`src/rtl/regfile_dbg_access.sv`:
```
// Debug initiator for the integer register file: halts the core, runs one read/write/dump, returns beats.
// Latency: accept -> rsp_valid in 3 cycles minimum (1 cycle for rejected ops); a dump streams one beat per 2 cycles.
// Backpressure: cmd_ready only in IDLE; each response beat is held stable until rsp_ready. Build option REGFILE_DBG_DUMP_EN enables op 10.
module regfile_dbg_access #(
  parameter int unsigned HALT_TIMEOUT = 255
) (
  input  logic        clk,
  input  logic        rst,
  input  logic        cmd_valid,
  output logic        cmd_ready,
  input  logic [1:0]  cmd_op,
  input  logic [4:0]  cmd_reg,
  input  logic [31:0] cmd_data,
  output logic        rsp_valid,
  input  logic        rsp_ready,
  output logic [4:0]  rsp_reg,
  output logic [31:0] rsp_data,
  output logic        rsp_err,
  output logic        halt_req,
  input  logic        halted,
  output logic        dbg_active,
  output logic [4:0]  rf_read_reg,
  input  logic [31:0] rf_read_data,
  output logic [4:0]  rf_write_reg,
  output logic [31:0] rf_write_data,
  output logic        rf_write_enable
);

  typedef enum logic [1:0] {IDLE = 2'd0, HALT_WAIT = 2'd1, ACCESS = 2'd2, RESP = 2'd3} state_t;

  localparam logic [1:0]  OP_WRITE     = 2'b01;
`ifdef REGFILE_DBG_DUMP_EN
  localparam logic [1:0]  OP_DUMP      = 2'b10;
`endif
  // Last count value spent in HALT_WAIT before giving up on the halt handshake.
  localparam logic [15:0] TIMEOUT_LAST = 16'(HALT_TIMEOUT - 1);

  state_t      state_q, state_d;
  logic [1:0]  op_q;
  logic [4:0]  idx_q;
  logic [31:0] wdata_q;
  logic [15:0] cnt_q;
  logic        halt_q;
  logic [31:0] rsp_data_q;
  logic        rsp_err_q;
  logic        cmd_halts;   // incoming op needs the core halted (legal op)
  logic        dump_more;   // current beat is a non-final dump beat

`ifdef REGFILE_DBG_DUMP_EN
  assign cmd_halts = (cmd_op != 2'b11);
  assign dump_more = (op_q == OP_DUMP) && !rsp_err_q && (idx_q != 5'd31);
`else
  assign cmd_halts = (cmd_op[1] == 1'b0);
  assign dump_more = 1'b0;
`endif

  assign rsp_reg  = idx_q;
  assign rsp_data = rsp_data_q;
  assign rsp_err  = rsp_err_q;
  assign halt_req = halt_q;

  // State register.
  always_ff @(posedge clk) begin
    if (rst) state_q <= IDLE;
    else     state_q <= state_d;
  end

  // Next-state decode and register-file port drive; the write strobe is masked by reset.
  always_comb begin
    state_d         = state_q;
    cmd_ready       = 1'b0;
    rsp_valid       = 1'b0;
    dbg_active      = 1'b0;
    rf_read_reg     = 5'd0;
    rf_write_reg    = 5'd0;
    rf_write_data   = 32'd0;
    rf_write_enable = 1'b0;
    case (state_q)
      IDLE: begin
        cmd_ready = 1'b1;
        if (cmd_valid) state_d = cmd_halts ? HALT_WAIT : RESP;
      end
      HALT_WAIT: begin
        if (halted)                     state_d = ACCESS;
        else if (cnt_q == TIMEOUT_LAST) state_d = RESP;
      end
      ACCESS: begin
        dbg_active = 1'b1;
        state_d    = RESP;
        if (op_q == OP_WRITE) begin
          rf_write_reg    = idx_q;
          rf_write_data   = wdata_q;
          rf_write_enable = (idx_q != 5'd0) && !rst;
        end else begin
          rf_read_reg = idx_q;
        end
      end
      RESP: begin
        rsp_valid = 1'b1;
        if (rsp_ready) state_d = dump_more ? ACCESS : IDLE;
      end
      default: state_d = IDLE;
    endcase
  end

  // Command latch, halt timeout counter, response capture and dump index stepping.
  always_ff @(posedge clk) begin
    if (rst) begin
      op_q       <= 2'd0;
      idx_q      <= 5'd0;
      wdata_q    <= 32'd0;
      cnt_q      <= 16'd0;
      halt_q     <= 1'b0;
      rsp_data_q <= 32'd0;
      rsp_err_q  <= 1'b0;
    end else begin
      case (state_q)
        IDLE: begin
          if (cmd_valid) begin
            op_q       <= cmd_op;
`ifdef REGFILE_DBG_DUMP_EN
            idx_q      <= (cmd_op == OP_DUMP) ? 5'd0 : cmd_reg;
`else
            idx_q      <= cmd_reg;
`endif
            wdata_q    <= cmd_data;
            cnt_q      <= 16'd0;
            halt_q     <= cmd_halts;
            rsp_data_q <= 32'd0;
            rsp_err_q  <= !cmd_halts;
          end
        end
        HALT_WAIT: begin
          cnt_q <= cnt_q + 16'd1;
          if (!halted && cnt_q == TIMEOUT_LAST) begin
            rsp_err_q  <= 1'b1;
            rsp_data_q <= 32'd0;
          end
        end
        ACCESS: begin
          rsp_err_q  <= 1'b0;
          rsp_data_q <= (op_q == OP_WRITE) ? 32'd0 : rf_read_data;
        end
        RESP: begin
          if (rsp_ready) begin
`ifdef REGFILE_DBG_DUMP_EN
            if (dump_more) idx_q  <= idx_q + 5'd1;
            else           halt_q <= 1'b0;
`else
            halt_q <= 1'b0;
`endif
          end
        end
        default: ;
      endcase
    end
  end

endmodule

```
`config.mk`:
```
export PLATFORM = sky130hd
export DESIGN_NAME = regfile_dbg_access
export DESIGN_NICKNAME = d
export VERILOG_FILES = /design/src/rtl/regfile_dbg_access.sv
export SDC_FILE = /design/constraint.sdc
export NUM_CORES = 1
export LEC_CHECK = 0
export CAP_MARGIN = 5
export CORE_UTILIZATION = 40
export CTS_CLUSTER_SIZE = 12
export DETAILED_ROUTE_END_ITERATION = 10
export GPL_ROUTABILITY_DRIVEN = 0
export PLACE_DENSITY = 0.76
export RECOVER_POWER = 100
export SYNTH_ARGS = -nofsm -noshare
export SYNTH_HDL_FRONTEND = slang
export SYNTH_SLANG_ARGS = --single-unit
export TNS_END_PERCENT = 50
```
`constraint.sdc`:
```
create_clock -name clk -period 4.85 [get_ports clk]
set_input_delay 0.97 -clock clk [delete_from_list [all_inputs] [get_ports clk]]
set_output_delay 0.97 -clock clk [all_outputs]
set_load 0.05 [all_outputs]
```
---- Word level (Yosys, flattened, before mapping) ----
Cells that the tools add are included.
storage, ports and cells
  logic and storage cells ................. 62
  register bits ........................... 91
cells by class
  multiplexer cells ....................... 29
  $add $sub $neg .......................... 1
  equality and inequality tests ........... 9
  reduce and logical (&&, ||, !) cells .... 14
  bitwise gates (word level) .............. 1
operator list
  operator                 count
  $mux W32                 5
  $pmux W32 S3             1
  $pmux W16 S2             1
  $mux W5                  4
  $add A16 B1 Y16 const B  1
  $eq A16 B8 Y1 const B    1
  $mux W16                 1
  $mux W2                  5
  $mux W1                  9
  $reduce_and A3 Y1        3
  $pmux W2 S4              1
  $ne A2 B2 Y1 const B     3
  $reduce_bool A5 Y1       1
  $eq A2 B1 Y1 const B     2
  $eq A2 B2 Y1 const B     2
  $reduce_and A2 Y1        2
  $reduce_bool A2 Y1       2
  $ne A3 B3 Y1 const B     1
  $pmux W1 S3              1
  $reduce_bool A3 Y1       1
  $logic_and A1 B1 Y1      2
  $logic_not A1 Y1         2
  $logic_not A2 Y1         1
  $pmux W1 S2              1
  $not A1 Y1               1

---- Depth between registers and ports, before layout ----
  word-level depth ........................ 4
  gate-level depth with buffers ........... 9

---- Worst setup path before layout ----
No wires, ideal clock.
  path type ............................... register to output
  from .................................... reg state_q[0]
  to ...................................... out rf_write_enable
  data arrival time ....................... 2,532 ps
  buffers on the path ..................... 1
  slack ................................... 1,348 ps
  cell stages (with the launch flop) ...... 6
  data required time ...................... 3,880 ps
  path through ............................ dfxtp_1 > inv_1 > ha_1 > and3_1 > clkbuf_1 > nor3b_1
on the way
  word-level cells in the longest chain between the ends .. 2
RTL lines
  item                    line  source
  start, declared         38    state_t state_q, state_d;
  start signal, assigned  65    else state_q <= state_d;
  $eq A2 B2 Y1            78    case (state_q)
  $mux W1                 78
  end, declared           26    output logic rf_write_enable
No other way between the ends.

---- Worst setup path in the final report ----
Same ends and word-level chain as after synthesis.

==> qor.yml <==
yosysMostFrequentCell: "dfxtp_1"
ys_ff_latch: 91
grt_pass1_wl_um: 16400
cts_root_buffer: "clkbuf_8"
end_kind: "output pin"
path_max_fanout: 38
cp.required_ns: 3.88
num_antenna_cells: 0
ys_types: 44
rsz0062_at_grt: "no"
clkLatencyLatePin_ns: 0.35
worst_path_max_delay_cell: "dlygate4sd3_1"
synth_common_cells: "dfxtp_1 (91), nand2_1 (88), a21oi_1 (47)"
hpwl_um: 7010
instances_no_fill: 686
cts_setup_buffers: 0
clock_skew_ns: 0.0134
syn_to_final_growth_pct: 49.5
ys_seq_area_share_pct: 48.2
drtIter0Drc: 149
p_comb_share_pct: 34.8
timing.fmax_ghz: 0.247
netlist_top_cells_area: "dfxtp_1 (48%), nand2_1 (8.7%), and2_1 (7.1%)"
postLayoutSetupSlackWorst_ns: 0.801
dpl.cell_count: 669
grt_pass1_vias: 3367
final.setup.tns_ns: 0
pwr-share-seq_pct: 38.3
power.leakage_nw: 2.37
cts.clk_slew.worst_paths_ns: 0.09
port_buffers: 160
finalCritPeriodShare_pct: 83.5
ir_drop_uv: 197
min_to: "wdata_q[31]"
hold_depth: 2
cts_buffers: 9
antenna_found_initial: 0
syn_nets: 505
drt_first_pass_iters: 4
rows: 35
grt_max_degree: 49
hold_start: "wdata_q[31]"
die_h_um: 99.2
r2r_end: "cnt_q[11]"
h-tree-depth: 3
viasPerCell: 5.02
r2r_slack_ns: 1.55
die_w_um: 99.2
ant_nets: 0
reg2reg_depth: 6
ys.flop_type: "dfxtp_1"
slowest_delay_ns: 0.90
synthArstFlopShare_pct: 0
total_power_mw: 2.38
dieArea_sq_mm: 0.00984
reg2reg_from: "state_q[0]"
p_clk_share_pct: 26.9
crit_arrival_ns: 3.08
grt-ovfl-total: 0
cts_tree: "built"
cts_max_path_buffers: 2
synth_area_per_cell_sq_um: 8.95
status: "complete, but fails checks"
coreArea_sq_mm: 0.00920
switchingPower_mw: 0.882
layout-drive-gt1-share_pct: 5.22
internal-power_mw: 1.50
cp_cell_sequence: "inv_1 > ha_1 > and3_1 > nor3b_1 > dlygate4sd3_1"
track_usage_pct: 20.9
start_util_pct: 41.1
vias: 3447
hold-worst-slack_ns: 0.454
io_pins: 161
startpoint_type: "register"
synth_top_area_cell: "dfxtp_1"
syn-instance-count: 422
syn_area_sq_mm: 0.00378
wl_per_cell_um: 14.7
failed_checks: "capacitance limit, slew limit"
p_per_area_mw_per_mm2: 422
worstSetupPathType: "reg -> out"
relSlewSlack_pct: -33.1
maxSlewViolCount: 115
dp_slack_ns: 1.27
fin_crit_ns: 4.05
ys_warn_count: 0
sw_frac_of_total_pct: 37.0
drt-total-wl_um: 10100
cts_resized: 0
maxCapViolCount: 3
yosys.area.top_type_share_pct: 48.2
max_slew.worst_pin.slew_ns: 1.99
synth_edf_count: 0
postCtsHoldBufs: 0
hold_viol: 0
nets: 653
drcViolationCount: 0
hp-class: "reg -> reg"
report.final.setup_viol: 0
clock_sinks: 91
## critical path, delay by kind of cell, from the launching register on
kind | cells | cell delay, ns
fa+ha+maj | 1 | 0.19
buf+inv | 2 | 1.02
simple gates | 2 | 1.15
flops | 1 | 0.35
## layer usage
| metal | global-route usage [%] | vias up | share of wire, % |
|---|---|---|---|
| met3 | 6.75 | 12 | 8.8 |
| met4 | 6.90 | 0 | 1.1 |
| li1 | - | 1719 | - |
| met5 | 0 | - | 0 |
| met2 | 32.9 | 135 | 44 |
| met1 | 27.3 | 1581 | 46 |
## metrics by stage
| stage | util [%] | instance area (sq um) |
|---|---|---|
| after floorplan | - | 3780 |
| after global placement | 58.6 | 5390 |
| after detailed placement | 58.6 | 5390 |
| after CTS | 61.4 | 5640 |
| after global routing | 61.4 | 5650 |
| final | 61.4 | 5650 |
## cell usage in the layout, fill, tap and decap left out, types with 2 or more instances in the layout
cell type / n
dfxtp_1: 91
nand2_1: 88
dlygate4sd3_1: 85
clkdlybuf4s50_1: 74
a21oi_1: 47
and2_1: 42
a22o_1: 30
nor2_1: 21
clkbuf_8: 10
xnor2_1: 7
ha_1: 7
inv_1: 6
nor3_1: 5
nand4_1: 5
o21ai_0: 5
xor2_1: 4
and3_1: 3
bufinv_16: 3
nor2b_1: 2
nor3_2: 2
nor4_2: 2
a22o_2: 2
nand3_1: 2
nand2b_1: 2
or3_1: 2
mux2i_1: 2
clkbuf_1: 2
## power by group through the flow
| stage | registers (mW) | logic, mW | clock network, mW |
|---|---|---|---|
| 2_1_floorplan | 1.08 | 0.455 | 0 |
| 3_3_place_gp | 0.927 | 0.844 | 0 |
| 3_5_place_dp | 0.932 | 0.854 | 0 |
| 4_1_cts | 0.916 | 0.858 | 0.656 |
| 5_1_grt | 0.928 | 0.900 | 0.690 |
| 6_report | 0.913 | 0.828 | 0.640 |
## kinds of logic (layout without fill, tap and decap cells)
| group | Yosys count | in the layout | synth area share, % |
|---|---|---|---|
| AO/OA/AOI/OAI | 91 | 91 | 16.2 |
| XOR/XNOR | 11 | 11 | 2.55 |
| adder cells (fa/ha/maj) | 7 | 7 | 2.32 |
| buffers and inverters | 33 | 186 | 4.70 |
| flip-flops | 91 | 91 | 48.2 |
| multiplexers | 4 | 4 | 1.23 |
| AND/OR/NAND/NOR | 185 | 185 | 24.8 |
## how the worst max path moves through the flow
stage / startpoint / end / cells past startpoint
2_1_floorplan: state_q[0] / rf_write_enable / 5
3_3_place_gp: state_q[0] / rf_write_enable / 5
6_report: state_q[0] / rf_write_enable / 5
4_1_cts: state_q[0] / rf_write_enable / 5
3_5_place_dp: state_q[0] / rf_write_enable / 5
5_1_grt: state_q[1] / rf_write_enable / 4
## layout make-up
| cell class | instances | area (sq um) |
|---|---|---|
| Clock buffer | 10 | 138 |
| Clock inverter | 6 | 119 |
| Fill cell | 780 | 3550 |
| Inverter | 6 | 22.5 |
| Multi-Input combinational cell | 298 | 1770 |
| Sequential cell | 91 | 1820 |
| Tap cell | 111 | 139 |
| Timing Repair Buffer | 164 | 1640 |
No activity file was read; power rests on OpenSTA's default activity.
